`config.mk`:
```
export PLATFORM = sky130hd
export DESIGN_NAME = reg_copy_engine
export DESIGN_NICKNAME = d
export VERILOG_FILES = /design/src/rtl/reg_copy_engine_pkg.sv /design/src/rtl/reg_copy_engine.sv
export SDC_FILE = /design/constraint.sdc
export NUM_CORES = 1
export LEC_CHECK = 0
export ABC_AREA = 1
export BUFFER_PORTS_ARGS = -buffer_cell sky130_fd_sc_hd__clkbuf_2
export CAP_MARGIN = 20
export CORE_MARGIN = 2
export CORE_UTILIZATION = 25
export DETAILED_ROUTE_END_ITERATION = 10
export GPL_TIMING_DRIVEN = 0
export PLACE_DENSITY = 0.41
export SETUP_SLACK_MARGIN = 0.02
export SLEW_MARGIN = 0
export SYNTH_ARGS = -nofsm -noshare
export SYNTH_HDL_FRONTEND = slang
export SYNTH_SLANG_ARGS = --single-unit
```
`constraint.sdc`:
```
create_clock -name clk -period 4.7 [get_ports clk]
set_input_delay 0.94 -clock clk [delete_from_list [all_inputs] [get_ports clk]]
set_output_delay 0.94 -clock clk [all_outputs]
set_load 0.02 [all_outputs]
```
`src/rtl/reg_copy_engine_pkg.sv`:
```
// Shared command and state encodings for the register copy engine.
// Latency: none (type and constant definitions only).
// Backpressure: not applicable.
package reg_copy_engine_pkg;

  typedef enum logic [1:0] {
    OP_COPY = 2'd0,
    OP_FILL = 2'd1,
    OP_SUM  = 2'd2,
    OP_RSVD = 2'd3
  } op_e;

  typedef enum logic [1:0] {
    ST_IDLE = 2'd0,
    ST_RUN  = 2'd1,
    ST_DONE = 2'd2
  } state_e;

endpackage

```
`src/rtl/reg_copy_engine.sv`:
```
// Register bank engine: COPY / FILL / SUM over a wrapping window of up to 8 registers.
// Latency: done pulses count+1 cycles after start is sampled (1 cycle for count==0 or reserved op).
// Backpressure: none; start is only sampled in IDLE and ignored while busy.
module reg_copy_engine
  import reg_copy_engine_pkg::*;
#(
  parameter int DW = 8,
  parameter int AW = 3
) (
  input  logic          clk,
  input  logic          rst_n,
  input  logic          start,
  input  logic [1:0]    op,
  input  logic [AW-1:0] src_addr,
  input  logic [AW-1:0] dst_addr,
  input  logic [AW:0]   count,
  input  logic [DW-1:0] fill_data,
  output logic          busy,
  output logic          done,
  output logic [DW-1:0] result,
  output logic          bank_we,
  output logic [AW-1:0] bank_write_addr,
  output logic [DW-1:0] bank_write_data,
  output logic [AW-1:0] bank_read_addr,
  input  logic [DW-1:0] bank_read_data
);

  state_e        state_q;
  state_e        state_d;
  op_e           op_q;
  logic [AW-1:0] src_ptr;
  logic [AW-1:0] dst_ptr;
  logic [AW:0]   remaining;
  logic [DW-1:0] fill_q;
  logic [DW-1:0] acc;
  logic [DW-1:0] sum_next;
  logic          accept;
  logic          no_work;
  logic          last_elem;

  assign accept    = (state_q == ST_IDLE) && start;
  assign no_work   = (count == '0) || (op_e'(op) == OP_RSVD);
  assign last_elem = (remaining == (AW+1)'(1));
  assign sum_next  = acc + bank_read_data;

  // State register; reset aborts any command in flight without a done pulse.
  always_ff @(posedge clk or negedge rst_n) begin
    if (!rst_n) state_q <= ST_IDLE;
    else        state_q <= state_d;
  end

  // Next-state: empty or reserved commands skip straight to DONE.
  always_comb begin
    state_d = state_q;
    case (state_q)
      ST_IDLE: if (start) state_d = no_work ? ST_DONE : ST_RUN;
      ST_RUN:  if (last_elem) state_d = ST_DONE;
      ST_DONE: state_d = ST_IDLE;
      default: state_d = ST_IDLE;
    endcase
  end

  // Command latch, pointer walk, accumulator and result register.
  always_ff @(posedge clk or negedge rst_n) begin
    if (!rst_n) begin
      op_q      <= OP_COPY;
      src_ptr   <= '0;
      dst_ptr   <= '0;
      remaining <= '0;
      fill_q    <= '0;
      acc       <= '0;
      result    <= '0;
    end else if (accept) begin
      op_q      <= op_e'(op);
      src_ptr   <= src_addr;
      dst_ptr   <= dst_addr;
      remaining <= count;
      fill_q    <= fill_data;
      acc       <= '0;
      // Going straight to DONE: an empty SUM reports its cleared accumulator,
      // a reserved op reports zero, COPY/FILL leave the old result alone.
      if (no_work && ((op_e'(op) == OP_SUM) || (op_e'(op) == OP_RSVD))) result <= '0;
    end else if (state_q == ST_RUN) begin
      // Pointers are AW bits wide so they wrap 7->0 on their own.
      src_ptr   <= src_ptr + AW'(1);
      dst_ptr   <= dst_ptr + AW'(1);
      remaining <= remaining - (AW+1)'(1);
      if (op_q == OP_SUM) begin
        acc <= sum_next;
        // The final element is folded in on the same edge that enters DONE.
        if (last_elem) result <= sum_next;
      end
    end
  end

  // Outputs decode from state so reset clears them without a clock edge.
  always_comb begin
    busy            = (state_q == ST_RUN) || (state_q == ST_DONE);
    done            = (state_q == ST_DONE);
    bank_we         = 1'b0;
    bank_read_addr  = '0;
    bank_write_addr = '0;
    bank_write_data = '0;
    if (state_q == ST_RUN) begin
      bank_read_addr  = src_ptr;
      bank_write_addr = dst_ptr;
      case (op_q)
        OP_COPY: begin
          bank_we         = 1'b1;
          bank_write_data = bank_read_data;
        end
        OP_FILL: begin
          bank_we         = 1'b1;
          bank_write_data = fill_q;
        end
        default: begin
          bank_we         = 1'b0;
          bank_write_data = '0;
        end
      endcase
    end
  end

endmodule
```
==> results of run 1 <==
through the flow:
step	setup slack, ns	total power [mW]	cells	hold slack [ns]
finish	1.95	1.75	475	0.481
global placement	2.18	1.53	466	0.455
CTS	1.88	1.78	474	0.485
detailed placement	2.17	1.54	466	0.465
global route	1.79	1.95	475	0.503
floorplan	2.40	1.27	303	0.446
metal layers:
layer	up-vias	routed length, um	track usage
met5	-	0	0
met3	5	291	0.0298
met2	41	2690	0.216
met4	0	56	0.0348
met1	921	2930	0.171
li1	1073	-	-
registers in the layout, indices dropped and copies added, names as in the netlist:
| name | flops |
|---|---|
| acc | 8 |
| dst_ptr | 3 |
| state_q | 2 |
| remaining | 4 |
| op_q | 2 |
| src_ptr | 3 |
| fill_q | 8 |
| result | 8 |
layout make-up:
cell class / count / area share
Multi-Input combinational cell: 220 / 0.403
Tap cell: 108 / 0.0486
Timing Repair Buffer: 56 / 0.106
Clock inverter: 1 / 0.00180
Sequential cell: 38 / 0.342
Buffer: 9 / 0.0189
Clock buffer: 7 / 0.0310
Inverter: 36 / 0.0486
cell families (layout without fill, tap and decap cells):
family                   Yosys count  count (layout)
AND/OR/NAND/NOR                  161             161
adder cells (fa/ha/maj)           15              15
flip-flops                        38              38
XOR/XNOR                           5               5
buffers and inverters             45             109
AO/OA/AOI/OAI                     39              39
placed cells by master (no fill, tap or decap), drive strengths merged:
master,synthesis,routed
a21oi,18,18
a31oi,1,1
buf,5,6
clkbuf,4,66
clkinv,0,1
dfrtp,38,38
fa,1,1
ha,14,14
inv,36,36
nand2,126,126
nand3,12,12
nand3b,1,1
nand4,3,3
nor2,18,18
o211ai,1,1
o21ai,14,14
o221ai,2,2
o31ai,3,3
or2,1,1
xor2,5,5
path summary, 6_finish.rpt:
kind / start / end / slack, ns / depth (start not counted)
setup / recovery: state_q[1] / bank_write_data[2] / 1.95 / 6
hold / removal: result[1] / result[1] / 0.48 / 2
setup reg to reg: state_q[1] / result[3] / 2.86 / 10
hold reg to reg: result[1] / result[1] / 0.48 / 2
max in group asynchronous: rst_n / acc[7] / 3.71 / 2
min in group asynchronous: rst_n / result[0] / 0.53 / 1
worst max-delay path: cells and delay by family, from the launching register on:
kind	cells	cell delay, ns
buf+inv	4	0.61
flops	1	0.41
fa+ha+maj	1	0.27
compound gates	1	0.24
power breakdown:
part,switching (mW),internal [mW],total (mW)
Sequential,0.0974,0.484,0.581
Clock,0.118,0.118,0.237
Combinational,0.607,0.329,0.936
==> flow_summary.ini, run 1 <==
[synth]
synth_common_cells = nand2_1 (123), dfrtp_1 (38), inv_1 (34)
ys.flop_type = dfrtp_1
synthTopCellsByArea = dfrtp_1 (42%), nand2_1 (20%), ha_1 (7.8%)
ys_ff_latch = 38
synth_top_family_by_area = simple AND/OR/NAND/NOR gates
syn-num-nets = 349
syn_area_per_cell_um2 = 7.46
synth_area_leader_cell = dfrtp_1
muxShareOfSynthArea = 0
synth_top_area_share = 0.421
synth_simple_gate_area_frac = 0.286
syn_area_um2 = 2260
seq_area_frac_synth = 0.421
yosys_warnings = 0
yosysMostFrequentCell = nand2_1
synthAdderAreaFrac = 0.0864
synth_cell_types = 26
syn_inst = 303
synth_compound_area_frac = 0.105
synth-xor-area-share = 0.0194
synth_edf_count = 0
async_flop_share = 1.00

[drt]
wl_per_cell_um = 12.5
viasPerCell = 4.29
num_vias = 2040
drtPass1Iterations = 4
route.detailed.drc = 0
wl_mm = 5.96
drtIter0Drc = 44
postRouteAntennaNets = 0

[sta]
relSlewSlack = 0.632
hold_viol_final = 0
setup_viol = 0
fmax_mhz = 363
timing.final.crit_share = 0.586
drv_slew = 0
tightestPinTransition_ns = 0.552
rsz0062_at_grt = no
period_needed_ns = 2.75
finalSetupTns_ns = 0
clock_skew_ns = 0.00786

[floorplan]
fp.dieW_um = 99.1
start_util = 0.258
die_y_um = 99.1
core-area_um2 = 8760
die_area_um2 = 9810
top_level_ports = 56
placementRows = 34

[cts]
cts_tree = done
cts-buffers-inserted = 5
clock_sinks = 38
clk_path_buf_depth = 2
cts_resized = 0
htreeDepth = 2
holdBufCountCts = 0
post_cts_buffers = 0
clk_pin_slew_ns = 0.08
clk_latency_ns = 0.29
clockRootBuffer = clkbuf_8

[placement]
routabilityCongestion = 0.746
port_buffers = 55
hpwlAfterDp_mm = 4.57
post_dp_cell_area_um2 = 2670

[setup_path]
crit_chain = inv_1, ha_1, inv_2, clkbuf_1, a21oi_1, clkbuf_2
critPathLaunchType = register
crit_fanout = 10
cp-end-kind = output pin
cp_slowest_cell = dfrtp_1
critPathMaxStageDelay_ns = 0.41
required_ns = 3.76
worst-setup-path-type = register to output pin
crit_arrival_ns = 1.81

[power_and_ir_drop]
leakage_nw = 1.55
power.density_nw_per_um2 = 631
ir_drop_mv = 0.166

[grt]
grt_pass1_vias = 2111
grt_pass1_wl_mm = 10.1
grt-ovfl-total = 0
grt_usage = 0.130
antenna_found_initial = 0
grt_max_degree = 39

[final_layout]
n_fill_cell = 981
drive_gt1_frac = 0.215
nNetsFinal = 412
area_delta_synth_final_pct = 23.1
regArea_um2 = 951
antenna_cells_inserted = 0
utilization = 0.317
multiInputGateArea_um2 = 1120
final_area_um2 = 2780

[status]
outcome = complete, no violations

[hold_path]
hold_class = register to register

[job]
max_cap_viol_count = 0
No activity file was read; power rests on OpenSTA's default activity.
==> run 2: changes to the inputs <==
ABC_AREA = 0   (was 1)
clock period = 2.9 ns   (was 4.7 ns; I/O delays follow)
==> run 2 against run 1 <==
Effect of this change:
- setup slack got worse by 1.7 ns
- sequential power grew 57%
- synthesized cell count is 20% lower
- utilization fell by 0.11 points
- global-route usage increased by 0.33 points
- non-clock buffer count up 2
- routed wire length grew 1.9%
- clock power increased by 62%
- total power is 42% higher
- hold slack worse by 0.30 ns
==> flow_summary.ini, run 2 <==
[synth]
synth_edf_count = 0
ys_ff_latch = 38
seq_area_frac_synth = 0.431
syn_inst = 242
synthTopCellsByArea = dfrtp_1 (43%), nand2_1 (10%), ha_1 (7.9%)
syn-num-nets = 288
ys.flop_type = dfrtp_1
yosysMostFrequentCell = nand2_1
synth_top_area_share = 0.431
synth_cell_types = 44
syn_area_per_cell_um2 = 9.13
synth_area_leader_cell = dfrtp_1
synth_common_cells = nand2_1 (59), dfrtp_1 (38)
async_flop_share = 1.00
syn_area_um2 = 2210
yosys_warnings = 0

[final_layout]
layout_common_cells = nand2_1 (59), clkbuf_2 (55), dfrtp_1 (38)
regArea_um2 = 951
final_common_cell = nand2_1
drive_gt1_frac = 0.232
antenna_cells_inserted = 0
reg.largest.list = acc (8), fill_q (8), result (8)
utilization = 0.316
multiInputGateArea_um2 = 1170
n_fill_cell = 964
area_delta_synth_final_pct = 23.7
nNetsFinal = 351

[cts]
holdBufCountCts = 0
clock_sinks = 38
cts-buffers-inserted = 5
clockRootBuffer = clkbuf_8
clk_pin_slew_ns = 0.08
clk_latency_ns = 0.29
cts_resized = 1
htreeDepth = 2
cts_tree = done
clk_path_buf_depth = 2
post_cts_buffers = 0

[placement]
port_buffers = 55
hpwlAfterDp_mm = 4.49
preCtsSetupSlack_ns = 0.339
routabilityCongestion = 0.770

[setup_path]
critPathMaxStageDelay_ns = 0.39
cp-end-kind = output pin
crit_chain = inv_1, ha_1, buf_2, clkbuf_1, and2_1, clkbuf_2
crit_arrival_ns = 2.04
required_ns = 2.32
reg2reg_slack_ns = 0.67
critPathLaunchType = register
path_delay_family = buffers and inverters
worst-setup-path-type = register to output pin
critPathBufInv = 4
cp_slowest_cell = dfrtp_1
crit_fanout = 10

[sta]
rsz0062_at_grt = no
relSlewSlack = 0.567
timing.final.crit_share = 0.902
setup_viol = 0
clock_skew_ns = 0.00284
drv_slew = 0
hold_slack_ns = 0.178
hold_viol_final = 0
period_needed_ns = 2.62
finalSetupTns_ns = 0
tightestPinTransition_ns = 0.649
fmax_mhz = 382
worst_slack_ns = 0.284

[power_and_ir_drop]
pwr-share-seq = 0.367
swShare = 0.427
power_frac_comb = 0.479
power.density_nw_per_um2 = 909
clkPwrFrac = 0.155
power.internal_mw = 1.42
leakage_nw = 1.35
ir_drop_mv = 0.355
p_switching_mw = 1.06

[floorplan]
top_level_ports = 56
core-area_um2 = 8640
die_area_um2 = 9600
fp.dieW_um = 98.0
start_util = 0.256
die_y_um = 98.0
placementRows = 34

[grt]
gr-usage-met3 = 0.0308
grt_pass1_vias = 2008
antenna_found_initial = 0
busiest_layer = met2
grt_usage = 0.134
grt.met1_usage = 0.181
grt_pass1_wl_mm = 10.3
met2_usage = 0.219
grt_max_degree = 39
grt-ovfl-total = 0

[drt]
num_vias = 1888
wl_per_cell_um = 14.7
drtPass1Iterations = 4
postRouteAntennaNets = 0
wl_mm = 6.07
drtIter0Drc = 64
route.detailed.drc = 0
viasPerCell = 4.56

[job]
max_cap_viol_count = 0

[hold_path]
hold_class = primary input to async pin

[status]
outcome = complete, no violations
run 2: through the flow:
step / instances / cell area (um2) / total power [mW]
after floorplan: 242 / 2210 / 1.76
after global placement: 405 / 2620 / 2.11
after detailed placement: 405 / 2620 / 2.12
after CTS: 413 / 2710 / 2.53
after global routing: 414 / 2730 / 2.75
final: 414 / 2730 / 2.48
run 2: final timing paths:
path / from / endpoint / cells past startpoint
max: state_q[1] / bank_write_addr[1] / 6
min: rst_n / result[5] / 1
max reg2reg: state_q[0] / src_ptr[1] / 7
min reg2reg: fill_q[5] / fill_q[5] / 2
max in group asynchronous: rst_n / src_ptr[2] / 2
min in group clk: fill_q[5] / fill_q[5] / 2
run 2: layer usage:
| layer | wire, um | part of all wire |
|---|---|---|
| met5 | 0 | 0 |
| met4 | 15 | 0.0025 |
| met3 | 285 | 0.047 |
| met2 | 2790 | 0.46 |
| met1 | 2980 | 0.49 |
run 2: cell families (layout without fill, tap and decap cells):
kind of cell    after synthesis  after routing  synth area share
compound gates               48             48             0.143
xor+xnor                     10             10            0.0397
fa+ha+maj                    15             15            0.0884
buf+inv                      20             84            0.0374
flops                        38             38             0.431
mux                          11             11            0.0504
simple gates                100            100             0.211
run 2: worst reg2reg max path, cell delays in order (launching register included):
cell      delay (ns)
dfrtp_1         0.40
inv_1           0.09
ha_1            0.21
and2_1          0.27
clkbuf_1        0.48
buf_1           0.49
nand2_1         0.11
o21ai_0         0.09
run 2: power by group through the flow:
stage	registers (mW)	clock network, mW	logic [mW]
after floorplan	0.947	0	0.813
after global placement	0.920	0	1.19
after detailed placement	0.924	0	1.20
after CTS	0.914	0.409	1.21
after global routing	0.949	0.429	1.37
final	0.910	0.384	1.19
run 2: final cells by class:
type | instances | share of cell area
inverter | 9 | 0.0124
clock buffer | 7 | 0.0316
sequential | 38 | 0.348
tap | 108 | 0.0495
buffer | 11 | 0.0183
multi-input combinational | 184 | 0.430
timing repair buffer | 56 | 0.108
clock inverter | 1 | 0.00183
